==> config.mk <==
export PLATFORM = sky130hd
export DESIGN_NAME = sync_fifo_param
export DESIGN_NICKNAME = d
export VERILOG_FILES = /design/src/rtl/sync_fifo_pkg.sv /design/src/rtl/sync_fifo_ram.sv /design/src/rtl/sync_fifo_param.sv
export SDC_FILE = /design/constraint.sdc
export NUM_CORES = 1
export LEC_CHECK = 0
export CAP_MARGIN = 20
export CORE_AREA = 2 2 149 78
export DETAILED_ROUTE_END_ITERATION = 7
export DIE_AREA = 0 0 151 80
export PLACE_DENSITY = 0.84
export SYNTH_ARGS = -nofsm -noshare
export SYNTH_HDL_FRONTEND = slang
export SYNTH_SLANG_ARGS = --single-unit
==> constraint.sdc <==
create_clock -name clk -period 4.1 [get_ports clk]
set_input_delay 0.82 -clock clk [delete_from_list [all_inputs] [get_ports clk]]
set_output_delay 0.82 -clock clk [all_outputs]
set_load 0.02 [all_outputs]
==> src/rtl/sync_fifo_pkg.sv <==
// Shared defaults and helpers for the single-clock parametrised FIFO.
package sync_fifo_pkg;

  localparam int unsigned WIDTH_DEF = 8;
  localparam int unsigned DEPTH_DEF = 16;

  function automatic int unsigned ptr_width(input int unsigned depth);
    return $clog2(depth);
  endfunction

  localparam int unsigned AW_DEF = ptr_width(DEPTH_DEF);

  // Thresholds and fill level need one extra bit to represent DEPTH itself.
  typedef logic [AW_DEF:0] level_def_t;

endpackage

==> src/rtl/sync_fifo_ram.sv <==
// DEPTH x WIDTH storage: synchronous write port, asynchronous read port, no reset.
module sync_fifo_ram #(
  parameter int unsigned WIDTH = 8,
  parameter int unsigned DEPTH = 16,
  parameter int unsigned AW    = 4
) (
  input  logic             clk,
  input  logic             wr_en,
  input  logic [AW-1:0]    wr_addr,
  input  logic [WIDTH-1:0] wr_data,
  input  logic [AW-1:0]    rd_addr,
  output logic [WIDTH-1:0] rd_data
);

  logic [WIDTH-1:0] mem [DEPTH];

  always_ff @(posedge clk) begin
    if (wr_en) begin
      mem[wr_addr] <= wr_data;
    end
  end

  assign rd_data = mem[rd_addr];

endmodule

==> src/rtl/sync_fifo_param.sv <==
// Single-clock FIFO with programmable almost-full/empty thresholds and live fill level.
// Define SYNC_FIFO_FWFT_EN for first-word-fall-through output instead of a registered read.
module sync_fifo_param
  import sync_fifo_pkg::*;
#(
  parameter int unsigned WIDTH = WIDTH_DEF,
  parameter int unsigned DEPTH = DEPTH_DEF,
  parameter int unsigned AW    = ptr_width(DEPTH)
) (
  input  logic             clk,
  input  logic             clear_n,
  input  logic             wr_en,
  input  logic [WIDTH-1:0] din,
  output logic             wr_ack,
  output logic             wr_err,
  output logic             full,
  output logic             almost_full,
  input  logic             rd_en,
  output logic [WIDTH-1:0] dout,
  output logic             rd_ack,
  output logic             rd_err,
  output logic             empty,
  output logic             almost_empty,
  input  logic [AW:0]      af_thresh,
  input  logic [AW:0]      ae_thresh,
  output logic [AW:0]      count
);

  localparam int unsigned CntW = AW + 1;
  localparam logic [AW:0] DepthC = CntW'(DEPTH);

  logic [AW-1:0]    wr_ptr_q, rd_ptr_q;
  logic [AW:0]      count_q, count_d;
  logic             wr_ack_q, wr_err_q, rd_ack_q, rd_err_q;
  logic             wr_acc, rd_acc;
  logic [WIDTH-1:0] rd_data;

  assign empty        = (count_q == '0);
  assign full         = (count_q == DepthC);
  assign almost_full  = (count_q >= af_thresh);
  assign almost_empty = (count_q <= ae_thresh);
  assign count        = count_q;

  // A read must see a stored word; a write at full is allowed only when a read frees a slot.
  assign rd_acc = rd_en && !empty;
  assign wr_acc = wr_en && (!full || rd_acc);

  always_comb begin
    count_d = count_q;
    unique case ({wr_acc, rd_acc})
      2'b10:   count_d = count_q + CntW'(1);
      2'b01:   count_d = count_q - CntW'(1);
      default: count_d = count_q;
    endcase
  end

  always_ff @(posedge clk or negedge clear_n) begin
    if (!clear_n) begin
      wr_ptr_q <= '0;
      rd_ptr_q <= '0;
      count_q  <= '0;
      wr_ack_q <= 1'b0;
      wr_err_q <= 1'b0;
      rd_ack_q <= 1'b0;
      rd_err_q <= 1'b0;
    end else begin
      if (wr_acc) wr_ptr_q <= wr_ptr_q + AW'(1);
      if (rd_acc) rd_ptr_q <= rd_ptr_q + AW'(1);
      count_q  <= count_d;
      wr_ack_q <= wr_acc;
      wr_err_q <= wr_en && !wr_acc;
      rd_ack_q <= rd_acc;
      rd_err_q <= rd_en && !rd_acc;
    end
  end

  assign wr_ack = wr_ack_q;
  assign wr_err = wr_err_q;
  assign rd_ack = rd_ack_q;
  assign rd_err = rd_err_q;

  sync_fifo_ram #(
    .WIDTH (WIDTH),
    .DEPTH (DEPTH),
    .AW    (AW)
  ) u_ram (
    .clk     (clk),
    .wr_en   (wr_acc),
    .wr_addr (wr_ptr_q),
    .wr_data (din),
    .rd_addr (rd_ptr_q),
    .rd_data (rd_data)
  );

`ifdef SYNC_FIFO_FWFT_EN
  assign dout = empty ? '0 : rd_data;
`else
  logic [WIDTH-1:0] dout_q;

  always_ff @(posedge clk or negedge clear_n) begin
    if (!clear_n) begin
      dout_q <= '0;
    end else if (rd_acc) begin
      dout_q <= rd_data;
    end
  end

  assign dout = dout_q;
`endif

endmodule

==> flow_metrics.env, run 1 <==
export IMPL_outcome="completed"
export IMPL_num_rows=27
export IMPL_static_leakage_power_nw=2.71
export IMPL_cts_hold_buffers_added=0
export IMPL_die_height_um=80
export IMPL_preCtsSetupSlack_ns=0.384
export IMPL_crit_family="buffers and inverters"
export IMPL_detailroute_via_count=3338
export IMPL_synth_adder_area_share_pct=3.85
export IMPL_yosys_register_bits=153
export IMPL_setup_violations_final=0
export IMPL_cts_buffers=17
export IMPL_core_area_um2=10700
export IMPL_worstSetupPathDepth=9
export IMPL_synth_simple_gate_area_share_pct=5.01
export IMPL_die_width_um=151
export IMPL_post_detailed_route_count_of_antenna_violating_nets=0
export IMPL_critPathKind="input pin to output port"
export IMPL_synthesized_netlist_cell_count=345
export IMPL_r2r_end="count[4]"
export IMPL_clock_fmax_mhz=268
export IMPL_insertedDiodeCount=0
export IMPL_post_synth_num_cell_types=40
export IMPL_r2r_worst_path_cells=9
export IMPL_synthMuxAreaShare_pct=14.5
export IMPL_synth_seq_area_share_pct=70.2
export IMPL_timing_final_hold_violations=0
export IMPL_dominant_combinational_cell_family_by_area_after_synthesis="multiplexers"
export IMPL_post_route_worst_setup_slack_ns=0.366
export IMPL_cts_root_buffer_cell="sky130_fd_sc_hd__clkbuf_16"
export IMPL_timing_final_crit_share_pct=91.1
export IMPL_worst_path_bufs_invs=3
export IMPL_dpl_hpwl_um=8610
export IMPL_synth_cell_area_um2=6360
export IMPL_tritoncts_num_sinks=153
export IMPL_timing_setup_tns_ns=0
export IMPL_synth_compound_area_share_pct=3.42
export IMPL_worst_path_max_delay_cell="sky130_fd_sc_hd__clkdlybuf4s50_1"
export IMPL_tightestPinTransition_ns=0.888
export IMPL_drt_drc_violations_left=0
export IMPL_number_of_buffers_on_the_longest_clock_path=2
export IMPL_count_of_flip_flops_with_a_built_in_enable_after_synthesis=128
export IMPL_worst_ir_drop_vdd_uv=327
export IMPL_power_density_nw_per_um2=718
export IMPL_clk_pin_slew_worst_paths_ns=0.06
export IMPL_layout_area_overhead_vs_synth_pct=20.1
export IMPL_syn_area_per_cell_um2=18.4
export IMPL_global_route_wire_length_before_repair_um=20700
export IMPL_worst_path_largest_cell_delay_ns=0.62
export IMPL_synth_main_ff_cell="sky130_fd_sc_hd__edfxtp_1"
export IMPL_clock_tree_htree_level_count=4
export IMPL_setup_worst_path_start="ae_thresh[1]"
export IMPL_global_route_usage_over_all_layers_pct=25.0
export IMPL_final_routed_wire_length_divided_by_cell_count_um=24.0
export IMPL_postSynthNetCount=386
export IMPL_maximum_number_of_pins_on_one_net_before_global_route_repair=34
export IMPL_worstPathMaxFanout=2
export IMPL_grt_ovfl_total=0
export IMPL_cp_data_arrival_time_ns=2.91
export IMPL_synthArstFlopShare_pct=16.3
export IMPL_io_pins=43
export IMPL_layout_drive_gt1_share_pct=19.9
export IMPL_end_kind="output port"
export IMPL_io_buffer_count=42
export IMPL_via_per_inst=5.98
export IMPL_synthXorXnorAreaFrac_pct=1.10
export IMPL_slew_headroom_pct=40.8
export IMPL_postCtsSetupBuffers=0
export IMPL_final_core_util_pct=71.2
export IMPL_insertion_delay_ns=0.42
export IMPL_regToRegStartpoint="count[1]"
export IMPL_timing_final_crit_period_ns=3.73
export IMPL_report_final_slew_viol_count=0
export IMPL_floorplan_initialDensity_pct=59.2
export IMPL_drtIter0Drc=213
export IMPL_cts_tree="done"
export IMPL_critical_path_startpoint_type="input pin"
export IMPL_ctsResizeCount=0
export IMPL_finalWeightedCongestion=0.762
export IMPL_synth_warn=0
export IMPL_detailedRoute_firstPassIterationCount=4
export IMPL_dieArea_um2=12100
export IMPL_vias_in_the_first_global_route=3532
export IMPL_drt_wl_total_um=13400
export IMPL_holdCritPathClass="flop to flop"
export IMPL_required_ns=3.28
export IMPL_cell_occurring_most_often_along_the_worst_timing_path="sky130_fd_sc_hd__clkdlybuf4s50_1"
export IMPL_crit_chain="clkdlybuf4s50_1, inv_1, ha_1, nor2b_1, o21ai_0, a21oi_1, o21a_1, o22ai_1, clkdlybuf4s50_1"
export IMPL_setup_repair_after_global_routing_missed_its_margin="false"
export IMPL_finalClockSkew_ns=0.00981
export IMPL_antenna_found_initial=0
export IMPL_drv_max_cap_violation_count=0
export IMPL_reg2reg_slack_ns=1.31
export IMPL_crit_path_capture="almost_empty"
export IMPL_fin_nets=441
[kinds of logic (layout without fill, tap and decap cells)]
family,Yosys count,in the layout
DFF,153,153
and+or+nand+nor,57,57
muxes,51,51
buffers and inverters,30,98
AOI/OAI and AO/OA,27,27
adders and majority gates,19,19
xor gates and xnor gates,8,8
[metrics by stage]
stage                     total power [mW]  hold slack, ns  cells  instance area, um2
after global placement                3.69           0.469    524                6940
after CTS                             5.49           0.508    556                7590
after floorplan                       3.21           0.493    345                6360
after detailed placement              3.77           0.489    524                6940
final                                 5.49           0.507    558                7640
after global routing                  5.74           0.520    558                7640
[synthesized netlist by cell type (3+ instances only)]
cell	instances	area share, %
sky130_fd_sc_hd__mux2i_1	17	2.7
sky130_fd_sc_hd__buf_2	7	0.55
sky130_fd_sc_hd__o221ai_1	9	1.2
sky130_fd_sc_hd__clkbuf_1	4	0.24
sky130_fd_sc_hd__inv_1	16	0.94
sky130_fd_sc_hd__a21oi_1	4	0.31
sky130_fd_sc_hd__and2_1	17	1.7
sky130_fd_sc_hd__o21ai_0	4	0.31
sky130_fd_sc_hd__nor2b_1	3	0.29
sky130_fd_sc_hd__nand2_1	18	1.1
sky130_fd_sc_hd__dfrtp_1	25	9.8
sky130_fd_sc_hd__nand4_1	3	0.29
sky130_fd_sc_hd__ha_1	18	3.5
sky130_fd_sc_hd__nor3b_1	3	0.35
sky130_fd_sc_hd__mux4_2	32	11
sky130_fd_sc_hd__edfxtp_1	128	60
sky130_fd_sc_hd__xnor2_1	8	1.1
[final cells by class]
cell class	count	area [um2]
Sequential cell	153	4470
Inverter	18	67.6
Timing Repair Buffer	48	505
Tap cell	145	181
Fill cell	654	3100
Clock inverter	12	198
Multi-Input combinational cell	162	1770
Clock buffer	20	447
[worst min-delay path, stage by stage (launching register included)]
cell                       delay, ns
sky130_fd_sc_hd__dfrtp_1        0.35
sky130_fd_sc_hd__nand2_1        0.06
sky130_fd_sc_hd__o221ai_1       0.06
[where the power goes]
part | switching (mW) | total, mW | internal [mW]
Clock | 0.603 | 1.70 | 1.09
Sequential | 0.318 | 2.25 | 1.93
Combinational | 0.731 | 1.55 | 0.815
[sequential cells by signal, summed over array words and instances (netlist names)]
| register | flops |
|---|---|
| rd_err | 1 |
| wr_err | 1 |
| wr_ack | 1 |
| count | 5 |
| u_ram.mem | 128 |
| rd_ptr_q | 4 |
| rd_ack | 1 |
| dout | 8 |
| wr_ptr_q | 4 |
[layout by cell type, fill, tap and decap left out, drive strengths merged, types with 3 or more instances in the layout]
master / instances
clkbuf: 20
inv: 19
nor2b: 3
mux2i: 17
bufinv: 5
ha: 18
clkdlybuf4s50: 42
a21oi: 5
and2: 17
buf: 6
dfrtp: 25
edfxtp: 128
o221ai: 9
nand2: 18
mux4: 32
nor3b: 3
xnor2: 8
nor2: 4
nand4: 3
o21ai: 6
clkinvlp: 4
[routing by layer]
layer,wire length [um],part of all wire [%],global-route usage (%)
met5,0,0,0
met2,6230,46,37.1
met4,65,0.49,6.36
met3,1270,9.5,7.77
met1,5840,44,36.4
[worst min path at each step]
| stage | from | end | cells past startpoint |
|---|---|---|---|
| 3_3_place_gp | dout[7] | dout[7] | 2 |
| 2_1_floorplan | wr_ptr_q[3] | wr_ptr_q[3] | 1 |
| 5_1_grt | dout[6] | dout[6] | 2 |
| 3_5_place_dp | dout[7] | dout[7] | 2 |
| 4_1_cts | dout[7] | dout[7] | 2 |
| 6_report | dout[6] | dout[6] | 2 |
No activity file was read; power rests on OpenSTA's default activity.
==> run 2: changes to the inputs <==
Settings changed: SLEW_MARGIN from default to 20.
==> flow_metrics.env, run 2 (synthesis results as in run 1) <==
export IMPL_finalClockSkew_ns=0.00690
export IMPL_filler_instances=659
export IMPL_p_sw_mw=1.64
export IMPL_drv_max_cap_violation_count=0
export IMPL_place_inst=524
export IMPL_holdCritPathClass="input pin to async pin"
export IMPL_setup_repair_after_global_routing_missed_its_margin="false"
export IMPL_tritoncts_num_sinks=153
export IMPL_cts_hold_buffers_added=0
export IMPL_final_common_cell="sky130_fd_sc_hd__edfxtp_1"
export IMPL_num_rows=27
export IMPL_dpl_hpwl_um=8610
export IMPL_global_route_wire_length_before_repair_um=20700
export IMPL_layout_area_overhead_vs_synth_pct=19.2
export IMPL_critPathKind="input pin to output port"
export IMPL_setup_violations_final=0
export IMPL_timing_final_crit_share_pct=91.2
export IMPL_detailroute_via_count=3348
export IMPL_outcome="completed"
export IMPL_die_height_um=80
export IMPL_global_route_usage_over_all_layers_pct=25.0
export IMPL_worst_ir_drop_vdd_uv=327
export IMPL_ctsResizeCount=0
export IMPL_die_width_um=151
export IMPL_timing_setup_tns_ns=0
export IMPL_clock_share_of_power_pct=31.1
export IMPL_detailedRoute_firstPassIterationCount=4
export IMPL_drtIter0Drc=258
export IMPL_power_density_nw_per_um2=719
export IMPL_via_per_inst=6.02
export IMPL_postCtsSetupBuffers=0
export IMPL_end_kind="output port"
export IMPL_critical_path_startpoint_type="input pin"
export IMPL_antenna_found_initial=0
export IMPL_required_ns=3.28
export IMPL_number_of_buffers_on_the_longest_clock_path=2
export IMPL_cts_tree="done"
export IMPL_cts_root_buffer_cell="sky130_fd_sc_hd__clkbuf_16"
export IMPL_maximum_number_of_pins_on_one_net_before_global_route_repair=34
export IMPL_vias_in_the_first_global_route=3532
export IMPL_insertedDiodeCount=0
export IMPL_final_cell_mix="sky130_fd_sc_hd__edfxtp_1, sky130_fd_sc_hd__clkdlybuf4s50_1, sky130_fd_sc_hd__mux4_2, sky130_fd_sc_hd__dfrtp_1"
export IMPL_static_leakage_power_nw=2.69
export IMPL_timing_final_hold_violations=0
export IMPL_insertion_delay_ns=0.42
export IMPL_swShare_pct=30.1
export IMPL_floorplan_initialDensity_pct=59.2
export IMPL_final_core_util_pct=70.6
export IMPL_worstPathMaxFanout=2
export IMPL_clock_tree_htree_level_count=4
export IMPL_layout_drive_gt1_share_pct=20.0
export IMPL_core_area_um2=10700
export IMPL_drt_wl_total_um=13400
export IMPL_post_detailed_route_count_of_antenna_violating_nets=0
export IMPL_dieArea_um2=12100
export IMPL_drt_drc_violations_left=0
export IMPL_cts_buffers=17
export IMPL_io_pins=43
export IMPL_finalWeightedCongestion=0.762
export IMPL_cp_data_arrival_time_ns=2.92
export IMPL_comb_power_share_pct=27.2
export IMPL_slew_headroom_pct=39.1
export IMPL_final_routed_wire_length_divided_by_cell_count_um=24.1
export IMPL_timing_final_crit_period_ns=3.74
export IMPL_final_cells=556
export IMPL_fin_nets=439
export IMPL_clock_fmax_mhz=267
export IMPL_seq_power_share_pct=41.7
export IMPL_clk_pin_slew_worst_paths_ns=0.06
export IMPL_io_buffer_count=42
export IMPL_report_final_slew_viol_count=0
export IMPL_tightestPinTransition_ns=0.913
export IMPL_largest_register_ffs=128
export IMPL_cell_internal_pwr_mw=3.81
export IMPL_top_register="u_ram.mem"
export IMPL_totalPowerFinal_mw=5.45
export IMPL_grt_ovfl_total=0
-- run 2: changes by cell type in the layout (fill, tap and decap cells not counted) --
cell	before	now
sky130_fd_sc_hd__buf_16	2	0
sky130_fd_sc_hd__clkdlybuf4s50_1	42	41
sky130_fd_sc_hd__dfrtp_2	2	3
sky130_fd_sc_hd__buf_2	0	1
sky130_fd_sc_hd__dfrtp_1	23	22
-- run 2: path summary, 6_finish.rpt --
kind	from	to	cells after the start	slack, ns
setup reg to reg	count[1]	count[4]	9	1.32
hold reg to reg	dout[6]	dout[6]	2	0.51
setup / recovery	ae_thresh[1]	almost_empty	9	0.36
hold / removal	clear_n	wr_ack	1	0.37
max in group asynchronous	clear_n	wr_ptr_q[0]	2	3.21
min in group clk	dout[6]	dout[6]	2	0.51
-- run 2: worst max-delay path: stages --
cell                              delay, ns
sky130_fd_sc_hd__clkdlybuf4s50_1       0.46
sky130_fd_sc_hd__inv_1                 0.04
sky130_fd_sc_hd__ha_1                  0.29
sky130_fd_sc_hd__nor2b_1               0.13
sky130_fd_sc_hd__o21ai_0               0.17
sky130_fd_sc_hd__a21oi_1               0.10
sky130_fd_sc_hd__o21a_1                0.17
sky130_fd_sc_hd__o22ai_1               0.12
sky130_fd_sc_hd__clkdlybuf4s50_1       0.62
-- run 2: metal layers --
layer,vias to the layer above,track usage (%),share of wire [%]
met5,-,0,0
met4,0,6.36,0.69
met3,12,7.77,9.3
met2,131,37.1,47
met1,1746,36.4,43
li1,1459,-,-
-- run 2: stage by stage --
stage | setup WS, ns | hold WS [ns] | instance area, um2
global route | 0.255 | 0.392 | 7580
detailed placement | 0.384 | 0.489 | 6940
finish | 0.360 | 0.370 | 7580
floorplan | 1.31 | 0.493 | 6360
global placement | 0.429 | 0.469 | 6940
CTS | 0.370 | 0.508 | 7590
-- run 2: power groups by stage --
stage                     sequential [mW]  clock (mW)  combinational (mW)
final                                2.27        1.70                1.48
after global routing                 2.31        1.78                1.61
after CTS                            2.27        1.72                1.50
after detailed placement             2.29           0                1.47
after global placement               2.27           0                1.41
after floorplan                      2.15           0                1.07
-- run 2: layout make-up --
class | count | area [um2] | area share (%)
multi-input combinational | 162 | 1770 | 23.4
clock buffer | 20 | 447 | 5.89
timing repair buffer | 46 | 445 | 5.87
sequential | 153 | 4470 | 59.0
tap | 145 | 181 | 2.39
inverter | 18 | 67.6 | 0.891
clock inverter | 12 | 198 | 2.61
==> run 3: changes to the inputs <==
Settings changed: CELL_PAD_IN_SITES_DETAIL_PLACEMENT from default to 0, CELL_PAD_IN_SITES_GLOBAL_PLACEMENT from default to 1, CORE_AREA 2 2 149 78 to 2 2 156 82, DIE_AREA 0 0 151 80 to 0 0 158 84, PLACE_DENSITY 0.84 to 0.87.
==> flow_metrics.env, run 3 (synthesis results as in run 1) <==
export IMPL_final_common_cell="sky130_fd_sc_hd__edfxtp_1"
export IMPL_finalWeightedCongestion=0.748
export IMPL_timing_setup_tns_ns=0
export IMPL_tightestPinTransition_ns=1.09
export IMPL_layout_drive_gt1_share_pct=19.3
export IMPL_seq_area_um2=4470
export IMPL_top_register="u_ram.mem"
export IMPL_io_buffer_count=42
export IMPL_timing_final_hold_violations=0
export IMPL_slew_headroom_pct=27.6
export IMPL_met3_wirelength_um=585
export IMPL_cts_hold_buffers_added=0
export IMPL_antenna_found_initial=0
export IMPL_die_width_um=158
export IMPL_p_sw_mw=1.61
export IMPL_required_ns=3.28
export IMPL_die_height_um=84
export IMPL_seq_power_share_pct=42.5
export IMPL_cell_internal_pwr_mw=3.67
export IMPL_routed_top_layer="met4"
export IMPL_filler_instances=858
export IMPL_critical_path_startpoint_type="input pin"
export IMPL_cp_data_arrival_time_ns=2.93
export IMPL_clock_fmax_mhz=266
export IMPL_worst_ir_drop_vdd_uv=372
export IMPL_final_cells=579
export IMPL_clock_share_of_power_pct=30.1
export IMPL_multi_input_comb_area_um2=1770
export IMPL_setup_repair_after_global_routing_missed_its_margin="false"
export IMPL_via_per_inst=5.54
export IMPL_clock_tree_htree_level_count=4
export IMPL_timing_final_crit_period_ns=3.75
export IMPL_global_route_wire_length_before_repair_um=18800
export IMPL_vias_in_the_first_global_route=3213
export IMPL_grt_ovfl_total=0
export IMPL_totalPowerFinal_mw=5.27
export IMPL_drt_wl_total_um=12300
export IMPL_dieArea_um2=13300
export IMPL_postCtsSetupBuffers=0
export IMPL_global_route_usage_over_all_layers_pct=20.3
export IMPL_largest_register_ffs=128
export IMPL_detailroute_via_count=3208
export IMPL_place_inst=547
export IMPL_holdCritPathClass="flop to flop"
export IMPL_cts_root_buffer_cell="sky130_fd_sc_hd__clkbuf_16"
export IMPL_detailedRoute_firstPassIterationCount=4
export IMPL_outcome="completed"
export IMPL_report_final_slew_viol_count=0
export IMPL_setup_violations_final=0
export IMPL_cts_tree="done"
export IMPL_number_of_buffers_on_the_longest_clock_path=2
export IMPL_dpl_hpwl_um=8100
export IMPL_insertedDiodeCount=0
export IMPL_end_kind="output port"
export IMPL_num_rows=29
export IMPL_io_pins=43
export IMPL_finalClockSkew_ns=0.0117
export IMPL_cts_buffers=17
export IMPL_insertion_delay_ns=0.42
export IMPL_comb_power_share_pct=27.4
export IMPL_ctsResizeCount=0
export IMPL_clk_pin_slew_worst_paths_ns=0.06
export IMPL_maximum_number_of_pins_on_one_net_before_global_route_repair=34
export IMPL_timing_final_crit_share_pct=91.5
export IMPL_drtIter0Drc=250
export IMPL_drt_drc_violations_left=0
export IMPL_core_area_um2=12100
export IMPL_worstPathMaxFanout=2
export IMPL_drv_max_cap_violation_count=0
export IMPL_power_density_nw_per_um2=697
export IMPL_fin_nets=437
export IMPL_final_routed_wire_length_divided_by_cell_count_um=21.2
export IMPL_met2_length_um=5320
export IMPL_wl_met1_um=6240
export IMPL_swShare_pct=30.5
export IMPL_static_leakage_power_nw=2.65
export IMPL_tritoncts_num_sinks=153
export IMPL_critPathKind="input pin to output port"
export IMPL_final_cell_mix="sky130_fd_sc_hd__edfxtp_1, sky130_fd_sc_hd__clkdlybuf4s50_1, sky130_fd_sc_hd__mux4_2, sky130_fd_sc_hd__dfrtp_1"
export IMPL_floorplan_initialDensity_pct=52.5
export IMPL_layout_area_overhead_vs_synth_pct=18.9
export IMPL_post_detailed_route_count_of_antenna_violating_nets=0
run 3: cell types whose count changed in the layout (fill, tap and decap cells not counted):
cell                              change
sky130_fd_sc_hd__buf_2                -1
sky130_fd_sc_hd__buf_4                -2
sky130_fd_sc_hd__bufinv_16            -2
sky130_fd_sc_hd__clkbuf_1             -1
sky130_fd_sc_hd__clkbuf_8             -1
sky130_fd_sc_hd__clkdlybuf4s50_1      +1
sky130_fd_sc_hd__clkinv_4             +2
sky130_fd_sc_hd__clkinvlp_4           +1
sky130_fd_sc_hd__dfrtp_1              +1
sky130_fd_sc_hd__dfrtp_2              -1
sky130_fd_sc_hd__inv_8                +1
run 3: layer usage:
layer  track usage (%)  vias to the layer above
met5                 0                        -
met4              6.39                        0
met3              5.50                       12
met2              27.6                       78
met1              32.1                     1658
li1                  -                     1460
run 3: power groups by stage:
stage	Sequential [mW]	Combinational, mW	Clock (mW)
6_report	2.24	1.44	1.59
3_3_place_gp	2.27	1.41	0
3_5_place_dp	2.28	1.45	0
4_1_cts	2.26	1.46	1.61
5_1_grt	2.29	1.57	1.68
2_1_floorplan	2.15	1.07	0
run 3: final timing paths:
check	from	to	slack, ns	cells past startpoint
worst max-delay path	ae_thresh[1]	almost_empty	0.35	9
worst min-delay path	dout[7]	dout[7]	0.50	2
worst max register to register	count[1]	count[4]	0.95	9
worst min register to register	dout[7]	dout[7]	0.50	2
max in group asynchronous	clear_n	rd_ptr_q[3]	3.04	2
min in group asynchronous	clear_n	rd_ack	0.78	2
run 3: area by class of cell:
class / instances / share of cell area (%)
clock buffers: 18 / 5.67
multi-input cells: 162 / 23.4
well taps: 170 / 2.81
inverters: 18 / 0.893
repair buffers: 44 / 5.76
flip-flops and latches: 153 / 59.1
clock inverters: 14 / 2.30
run 3: worst max-delay path, stage by stage:
cell and delay (ns):
sky130_fd_sc_hd__clkdlybuf4s50_1 0.45, sky130_fd_sc_hd__inv_1 0.04, sky130_fd_sc_hd__ha_1 0.29, sky130_fd_sc_hd__nor2b_1 0.13, sky130_fd_sc_hd__o21ai_0 0.15, sky130_fd_sc_hd__a21oi_1 0.09
sky130_fd_sc_hd__o21a_1 0.17, sky130_fd_sc_hd__o22ai_1 0.15, sky130_fd_sc_hd__clkdlybuf4s50_1 0.63
run 3: metrics by stage:
stage          hold slack, ns  worst slack [ns]  utilization (%)  cell area [um2]
3_5_place_dp            0.489             0.392             57.4             6960
4_1_cts                 0.503             0.382             62.4             7560
3_3_place_gp            0.469             0.448             57.4             6960
2_1_floorplan           0.493              1.31                -             6360
5_1_grt                 0.531             0.261             62.4             7560
6_report                0.500             0.347             62.4             7560
